`src/rtl/frame_sequencer_if.sv`:
```
`timescale 1ns/1ps
// Control/status bundle between the frame sequencer and its surroundings:
// FIFO gating, pooled-output handshake and frame status.
interface frame_sequencer_if;
    logic        start;
    logic        abort;
    logic        fifo_empty_in;
    logic        fifo_empty_gated;
    logic        fifo_rd_en;
    logic        pooled_valid;
    logic        pooled_ready_in;
    logic        busy;
    logic        frame_done;
    logic        timeout_err;
    logic [2:0]  state;
    logic [19:0] in_count;
    logic [19:0] out_count;

    modport master (
        output start, abort, fifo_empty_in, fifo_rd_en,
        output pooled_valid, pooled_ready_in,
        input  fifo_empty_gated, busy, frame_done, timeout_err,
        input  state, in_count, out_count
    );

    modport slave (
        input  start, abort, fifo_empty_in, fifo_rd_en,
        input  pooled_valid, pooled_ready_in,
        output fifo_empty_gated, busy, frame_done, timeout_err,
        output state, in_count, out_count
    );
endinterface

```
`src/rtl/frame_sequencer.sv`:
```
`timescale 1ns/1ps
// Frame sequencer: admits exactly one frame of FIFO reads, counts pooled
// output bytes, and fails the frame if the datapath stalls.
module frame_sequencer #(
    parameter int unsigned IN_PIXELS   = 307200,
    parameter int unsigned OUT_PIXELS  = 76800,
    parameter int unsigned TIMEOUT_CYC = 65535
) (
    input  logic             clk_200mhz,
    input  logic             reset_n,
    frame_sequencer_if.slave bus
);
    localparam int unsigned WD_W =
        (TIMEOUT_CYC > 1) ? $clog2(TIMEOUT_CYC) : 1;

    typedef enum logic [2:0] {
        S_IDLE  = 3'd0,
        S_RUN   = 3'd1,
        S_DRAIN = 3'd2,
        S_DONE  = 3'd3,
        S_ERR   = 3'd4
    } state_t;

    localparam logic [19:0]     CNT_MAX = 20'hFFFFF;
    localparam logic [19:0]     IN_LAST = 20'(IN_PIXELS - 1);
    localparam logic [20:0]     OUT_TGT = 21'(OUT_PIXELS);
    localparam logic [WD_W-1:0] WD_LAST = WD_W'(TIMEOUT_CYC - 1);

    state_t          r_state;
    state_t          w_next;
    logic [19:0]     r_in_count;
    logic [19:0]     r_out_count;
    logic [WD_W-1:0] r_wd;
    logic            r_frame_done;

    logic            w_active;
    logic            w_gated;
    logic            w_rd_fire;
    logic            w_out_fire;
    logic            w_launch;
    logic            w_in_done;
    logic            w_out_reached;
    logic            w_wd_expire;
    logic [20:0]     w_out_sum;

    assign w_active   = (r_state == S_RUN) || (r_state == S_DRAIN);
    assign w_gated    = bus.fifo_empty_in || (r_state != S_RUN);
    assign w_rd_fire  = bus.fifo_rd_en && !w_gated;
    assign w_out_fire = bus.pooled_valid && bus.pooled_ready_in && w_active;
    assign w_launch   = bus.start && !w_active;
    assign w_in_done  = w_rd_fire && (r_in_count >= IN_LAST);

    // Completion looks at the count including this cycle's transfer.
    assign w_out_sum     = {1'b0, r_out_count} + 21'(w_out_fire);
    assign w_out_reached = (w_out_sum >= OUT_TGT);
    assign w_wd_expire   = !w_rd_fire && !w_out_fire && (r_wd >= WD_LAST);

    always_ff @(posedge clk_200mhz or negedge reset_n) begin
        if (!reset_n) begin
            r_state <= S_IDLE;
        end else begin
            r_state <= w_next;
        end
    end

    always_comb begin
        w_next = r_state;
        if (bus.abort) begin
            w_next = S_IDLE;
        end else begin
            case (r_state)
                S_IDLE, S_DONE, S_ERR: begin
                    if (bus.start) w_next = S_RUN;
                end
                S_RUN: begin
                    if (w_in_done)        w_next = S_DRAIN;
                    else if (w_wd_expire) w_next = S_ERR;
                end
                S_DRAIN: begin
                    if (w_out_reached)    w_next = S_DONE;
                    else if (w_wd_expire) w_next = S_ERR;
                end
                default: w_next = S_IDLE;
            endcase
        end
    end

    always_ff @(posedge clk_200mhz or negedge reset_n) begin
        if (!reset_n) begin
            r_in_count   <= '0;
            r_out_count  <= '0;
            r_wd         <= '0;
            r_frame_done <= 1'b0;
        end else begin
            if (bus.abort || w_launch) begin
                r_in_count  <= '0;
                r_out_count <= '0;
            end else begin
                if (w_rd_fire && (r_in_count != CNT_MAX))
                    r_in_count <= r_in_count + 20'd1;
                if (w_out_fire && (r_out_count != CNT_MAX))
                    r_out_count <= r_out_count + 20'd1;
            end

            // Watchdog restarts on any progress or any state change.
            if (!w_active || (w_next != r_state) || w_rd_fire || w_out_fire)
                r_wd <= '0;
            else
                r_wd <= r_wd + WD_W'(1);

            r_frame_done <= (w_next == S_DONE) && (r_state != S_DONE);
        end
    end

    always_comb begin
        bus.fifo_empty_gated = w_gated;
        bus.busy             = w_active;
        bus.timeout_err      = (r_state == S_ERR);
        bus.frame_done       = r_frame_done;
        bus.state            = r_state;
        bus.in_count         = r_in_count;
        bus.out_count        = r_out_count;
    end
endmodule

```
`src/flat_wrapper.sv`:
```
// flat-port wrapper written by rule: the top's interface ports become plain ports
module frame_sequencer_flat 
#(
    parameter int unsigned IN_PIXELS   = 307200,
    parameter int unsigned OUT_PIXELS  = 76800,
    parameter int unsigned TIMEOUT_CYC = 65535
)
  (clk_200mhz, reset_n, bus_start, bus_abort, bus_fifo_empty_in, bus_fifo_rd_en, bus_pooled_valid, bus_pooled_ready_in, bus_fifo_empty_gated, bus_busy, bus_frame_done, bus_timeout_err, bus_state, bus_in_count, bus_out_count);
  frame_sequencer_if bus_i ();
  input  logic clk_200mhz;
  input  logic reset_n;
  input wire logic [$bits(bus_i.start)-1:0] bus_start;
  input wire logic [$bits(bus_i.abort)-1:0] bus_abort;
  input wire logic [$bits(bus_i.fifo_empty_in)-1:0] bus_fifo_empty_in;
  input wire logic [$bits(bus_i.fifo_rd_en)-1:0] bus_fifo_rd_en;
  input wire logic [$bits(bus_i.pooled_valid)-1:0] bus_pooled_valid;
  input wire logic [$bits(bus_i.pooled_ready_in)-1:0] bus_pooled_ready_in;
  output wire logic [$bits(bus_i.fifo_empty_gated)-1:0] bus_fifo_empty_gated;
  output wire logic [$bits(bus_i.busy)-1:0] bus_busy;
  output wire logic [$bits(bus_i.frame_done)-1:0] bus_frame_done;
  output wire logic [$bits(bus_i.timeout_err)-1:0] bus_timeout_err;
  output wire logic [$bits(bus_i.state)-1:0] bus_state;
  output wire logic [$bits(bus_i.in_count)-1:0] bus_in_count;
  output wire logic [$bits(bus_i.out_count)-1:0] bus_out_count;
  assign bus_i.start = bus_start;
  assign bus_i.abort = bus_abort;
  assign bus_i.fifo_empty_in = bus_fifo_empty_in;
  assign bus_i.fifo_rd_en = bus_fifo_rd_en;
  assign bus_i.pooled_valid = bus_pooled_valid;
  assign bus_i.pooled_ready_in = bus_pooled_ready_in;
  assign bus_fifo_empty_gated = bus_i.fifo_empty_gated;
  assign bus_busy = bus_i.busy;
  assign bus_frame_done = bus_i.frame_done;
  assign bus_timeout_err = bus_i.timeout_err;
  assign bus_state = bus_i.state;
  assign bus_in_count = bus_i.in_count;
  assign bus_out_count = bus_i.out_count;
  frame_sequencer #(.IN_PIXELS(IN_PIXELS), .OUT_PIXELS(OUT_PIXELS), .TIMEOUT_CYC(TIMEOUT_CYC)) u_core (.clk_200mhz(clk_200mhz), .reset_n(reset_n), .bus(bus_i));
endmodule
```
`config.mk`:
```
export PLATFORM = sky130hd
export DESIGN_NAME = frame_sequencer_flat
export DESIGN_NICKNAME = d
export VERILOG_FILES = /design/src/rtl/frame_sequencer_if.sv /design/src/rtl/frame_sequencer.sv /design/src/flat_wrapper.sv
export SDC_FILE = /design/constraint.sdc
export NUM_CORES = 1
export LEC_CHECK = 0
export ABC_CLOCK_PERIOD_IN_PS = 3200
export CAP_MARGIN = 20
export CORE_MARGIN = 10
export CORE_UTILIZATION = 40
export CTS_CLUSTER_SIZE = 16
export DETAILED_ROUTE_END_ITERATION = 6
export PLACE_DENSITY = 0.66
export SLEW_MARGIN = 20
export SYNTH_ARGS = -nofsm -noshare
export SYNTH_HDL_FRONTEND = slang
export SYNTH_SLANG_ARGS = --single-unit
```
`constraint.sdc`:
```
create_clock -name clk_200mhz -period 3.2 [get_ports clk_200mhz]
set_clock_uncertainty 0.1 [all_clocks]
set_input_delay 0.8 -clock clk_200mhz [delete_from_list [all_inputs] [get_ports clk_200mhz]]
set_output_delay 0.8 -clock clk_200mhz [all_outputs]
set_load 0.05 [all_outputs]
```
==> metrics.cfg <==
[outcome]
status = complete, no violations

[placement]
place.port_buffers = 54
dp_hpwl_um = 6520
routabilityCongestion = 0.893
dp.cells = 536

[sta]
fin_crit_sh_pct = 97.4
finalMaxSlewViolations = 0
hold_violations = 0
worst-slew-pin-transition_ns = 0.738
fmax_mhz = 321
finalSetupViolCount = 0
relSlewSlack_pct = 50.8
min_period_ns = 3.12
rsz0062_at_grt = yes

[logic_synthesis]
ys_seq_area_share_pct = 44.5
synthAdderAreaFrac_pct = 2.23
synth.avg_cell_area_um2 = 9.12
ys_seq_elements = 60
synth.distinct_cells = 51
synthArstFlopShare_pct = 100
synth.cell_area_um2 = 3370
synth_nets = 384
netlist.top_cell.by_area = dfrtp_1
synth_top_family_by_area = simple AND/OR/NAND/NOR gates
ys_warn_count = 0
synth-compound-area-share_pct = 11.5
muxShareOfSynthArea_pct = 0.593
yosysMostFrequentCell = dfrtp_1
synth_cells = 370
synth_top_area_share_pct = 44.5
synth_edf_count = 0
synth_common_cells = 60 x dfrtp_1, 47 x nor2_1, 27 x xnor2_1, 26 x nand2_1
synthTopCellsByArea = dfrtp_1 45%, xnor2_1 7.0%, nor2_1 5.2%
synth_xor_area_share_pct = 10.9
ys.flop_type = dfrtp_1
yosys.area_share.simple_pct = 26.9

[worst_setup_path]
max_stage_delay_ns = 0.42
crit_path_frequent_cell = nor4_1
end_kind = flop
r2r-end = u_core.r_wd[7]
required_ns = 3.32
slowest_stage = dfrtp_2
crit_path_start_kind = flop
rr_worst_depth = 13
critPathTopFamily = compound AO/OA/AOI/OAI gates
cp_max_fo = 6
crit_chain = nand2b_4 -> a211oi_4 -> ha_2 -> ha_1 -> nand3_2 -> nor4_1 -> a21oi_2 -> a2bb2oi_1 -> o21a_2 -> a2111oi_4 -> buf_4 -> buf_6 -> nor4_1
crit-reg2reg-launch = u_core.bus.state[1]
path_class = flop to flop
reg2reg_setup_slack_ns = 0.08
cp.arrival_ns = 3.24
critPathBufInv = 2

[floorplanning]
die-height_um = 112
coreArea_um2 = 8220
die_area_um2 = 12500
rows = 33
die_w_um = 112
start_util_pct = 41.1
boundaryPins = 55

[route]
firstDrtPassIters = 4
wire_per_inst_um = 16.4
vias = 3057
routed_wirelength_um = 9120
antenna_left = 0
drt_iter0_drc = 110
viasPerCell = 5.49
drc = 0

[min_path]
hp-class = input port to asynchronous set/reset pin

[cells_and_area]
antennaDiodeCount = 0
nets = 462
final_cells = 557
final_util_pct = 54.9
syn_to_final_growth_pct = 33.7
fill_cells = 758
drive_gt1_share_pct = 17.5

[clocking]
htreeDepth = 3
clk_latency_ns = 0.33
cts_made_buffers = 9
clock-sinks = 60
cts_max_path_buffers = 2
postCtsHoldBufs = 0
clkTransAtPathRegs_ns = 0.07
root_buffer = clkbuf_8
cts_tree = yes

[grt]
first_global_vias = 3031
antenna_found_initial = 0
grt.overflow.total = 0
grt_pass1_wl_um = 15000
grt_max_degree = 33
grt_usage_pct = 14.3

[power_and_ir_drop]
p_per_area_nw_per_um2 = 332
cellLeakagePower_uw = 0.00169
irDropWorstVdd_mv = 0.217

[run]
drv_cap = 0

## where the power goes
| part | internal, uW | switching [uW] |
|---|---|---|
| registers | 761 | 4.66 |
| clock network | 316 | 314 |
| logic | 34.8 | 66.2 |
## metal layers
layer  GRT usage [%]  vias up  routed length (um)
met4            5.91        0                 110
met2            22.4       85                4350
met5               0        -                   0
met1            18.1     1485                4130
li1                -     1479                   -
met3            3.86        8                 524
## how the worst max path moves through the flow
stage / from / end / depth (start not counted)
3_5_place_dp: bus_pooled_valid / u_core.r_wd[12] / 12
4_1_cts: bus_pooled_valid / u_core.r_wd[3] / 12
5_1_grt: u_core.bus.state[1] / u_core.r_wd[9] / 13
3_3_place_gp: bus_pooled_valid / u_core.r_wd[7] / 12
6_report: u_core.bus.state[1] / u_core.r_wd[7] / 13
2_1_floorplan: u_core.bus.state[1] / u_core.r_wd[10] / 11
## cells by family (layout without fill, tap and decap cells)
logic type               after synthesis  after routing
AO/OA/AOI/OAI                         55             55
buffers and inverters                 28            110
AND/OR/NAND/NOR                      177            177
adder cells (fa/ha/maj)                6              6
flip-flops                            60             60
multiplexers                           2              2
XOR/XNOR                              42             42
## layout by cell type (no fill, tap or decap), types with 2 or more instances in the layout
cell,instances
dfrtp_1,57
clkdlybuf4s50_1,49
nor2_1,47
xnor2_1,26
nand2_1,25
buf_4,23
nor3_1,18
nand3_1,17
inv_1,16
xor2_1,15
a21oi_1,14
or3_1,13
nand4_1,12
clkbuf_8,11
o21ai_0,10
nor4_2,10
nor4_1,8
and3_1,6
o21bai_1,5
ha_1,5
dfrtp_2,3
nand2b_4,2
and4_1,2
o31a_1,2
nand3_2,2
o2111ai_1,2
o211ai_1,2
a31oi_1,2
or2_2,2
mux2i_1,2
clkinv_2,2
clkinvlp_4,2
buf_2,2
clkbuf_2,2
## flip-flops by register name (all words and copies together) (netlist names)
register,cells
u_core.bus.frame_done,1
u_core.bus.in_count,20
u_core.r_wd,16
u_core.bus.out_count,20
u_core.bus.state,3
## metrics by stage
step | power, uW | TNS (ns) | hold slack, ns | cell area, um2 | setup slack (ns)
after floorplan | 826 | -0.835 | 0.382 | 3450 | -0.0944
after global placement | 878 | -9.17 | 0.406 | 4210 | -0.497
after detailed placement | 879 | -9.98 | 0.415 | 4210 | -0.580
after CTS | 1510 | 0 | 0.426 | 4420 | 0.0784
after global routing | 1560 | -0.0630 | 0.445 | 4510 | -0.0237
final | 1500 | 0 | 0.421 | 4510 | 0.0826
## worst reg2reg max path, cell delays in order (launching register included)
cell and delay, ns:
dfrtp_2 0.42, nand2b_4 0.18, a211oi_4 0.26, ha_2 0.23, ha_1 0.17, nand3_2 0.10, nor4_1 0.32, a21oi_2 0.05
a2bb2oi_1 0.16, o21a_2 0.25, a2111oi_4 0.39, buf_4 0.19, buf_6 0.13, nor4_1 0.06
## cell type report
class	count	area (um2)	share of cell area, %
Inverter	16	60.1	1.33
Multi-Input combinational cell	282	1910	42.4
Timing Repair Buffer	79	727	16.1
Sequential cell	60	1510	33.4
Clock buffer	11	151	3.36
Clock inverter	4	25.0	0.555
Tap cell	105	131	2.91
## timing repair
item	CTS	global route
pin swaps	2	1
endpoints found under the setup margin	18	18
cloned	0	1
setup buffers	0	5
resized for setup	9	14
No activity file was read; power rests on OpenSTA's default activity.
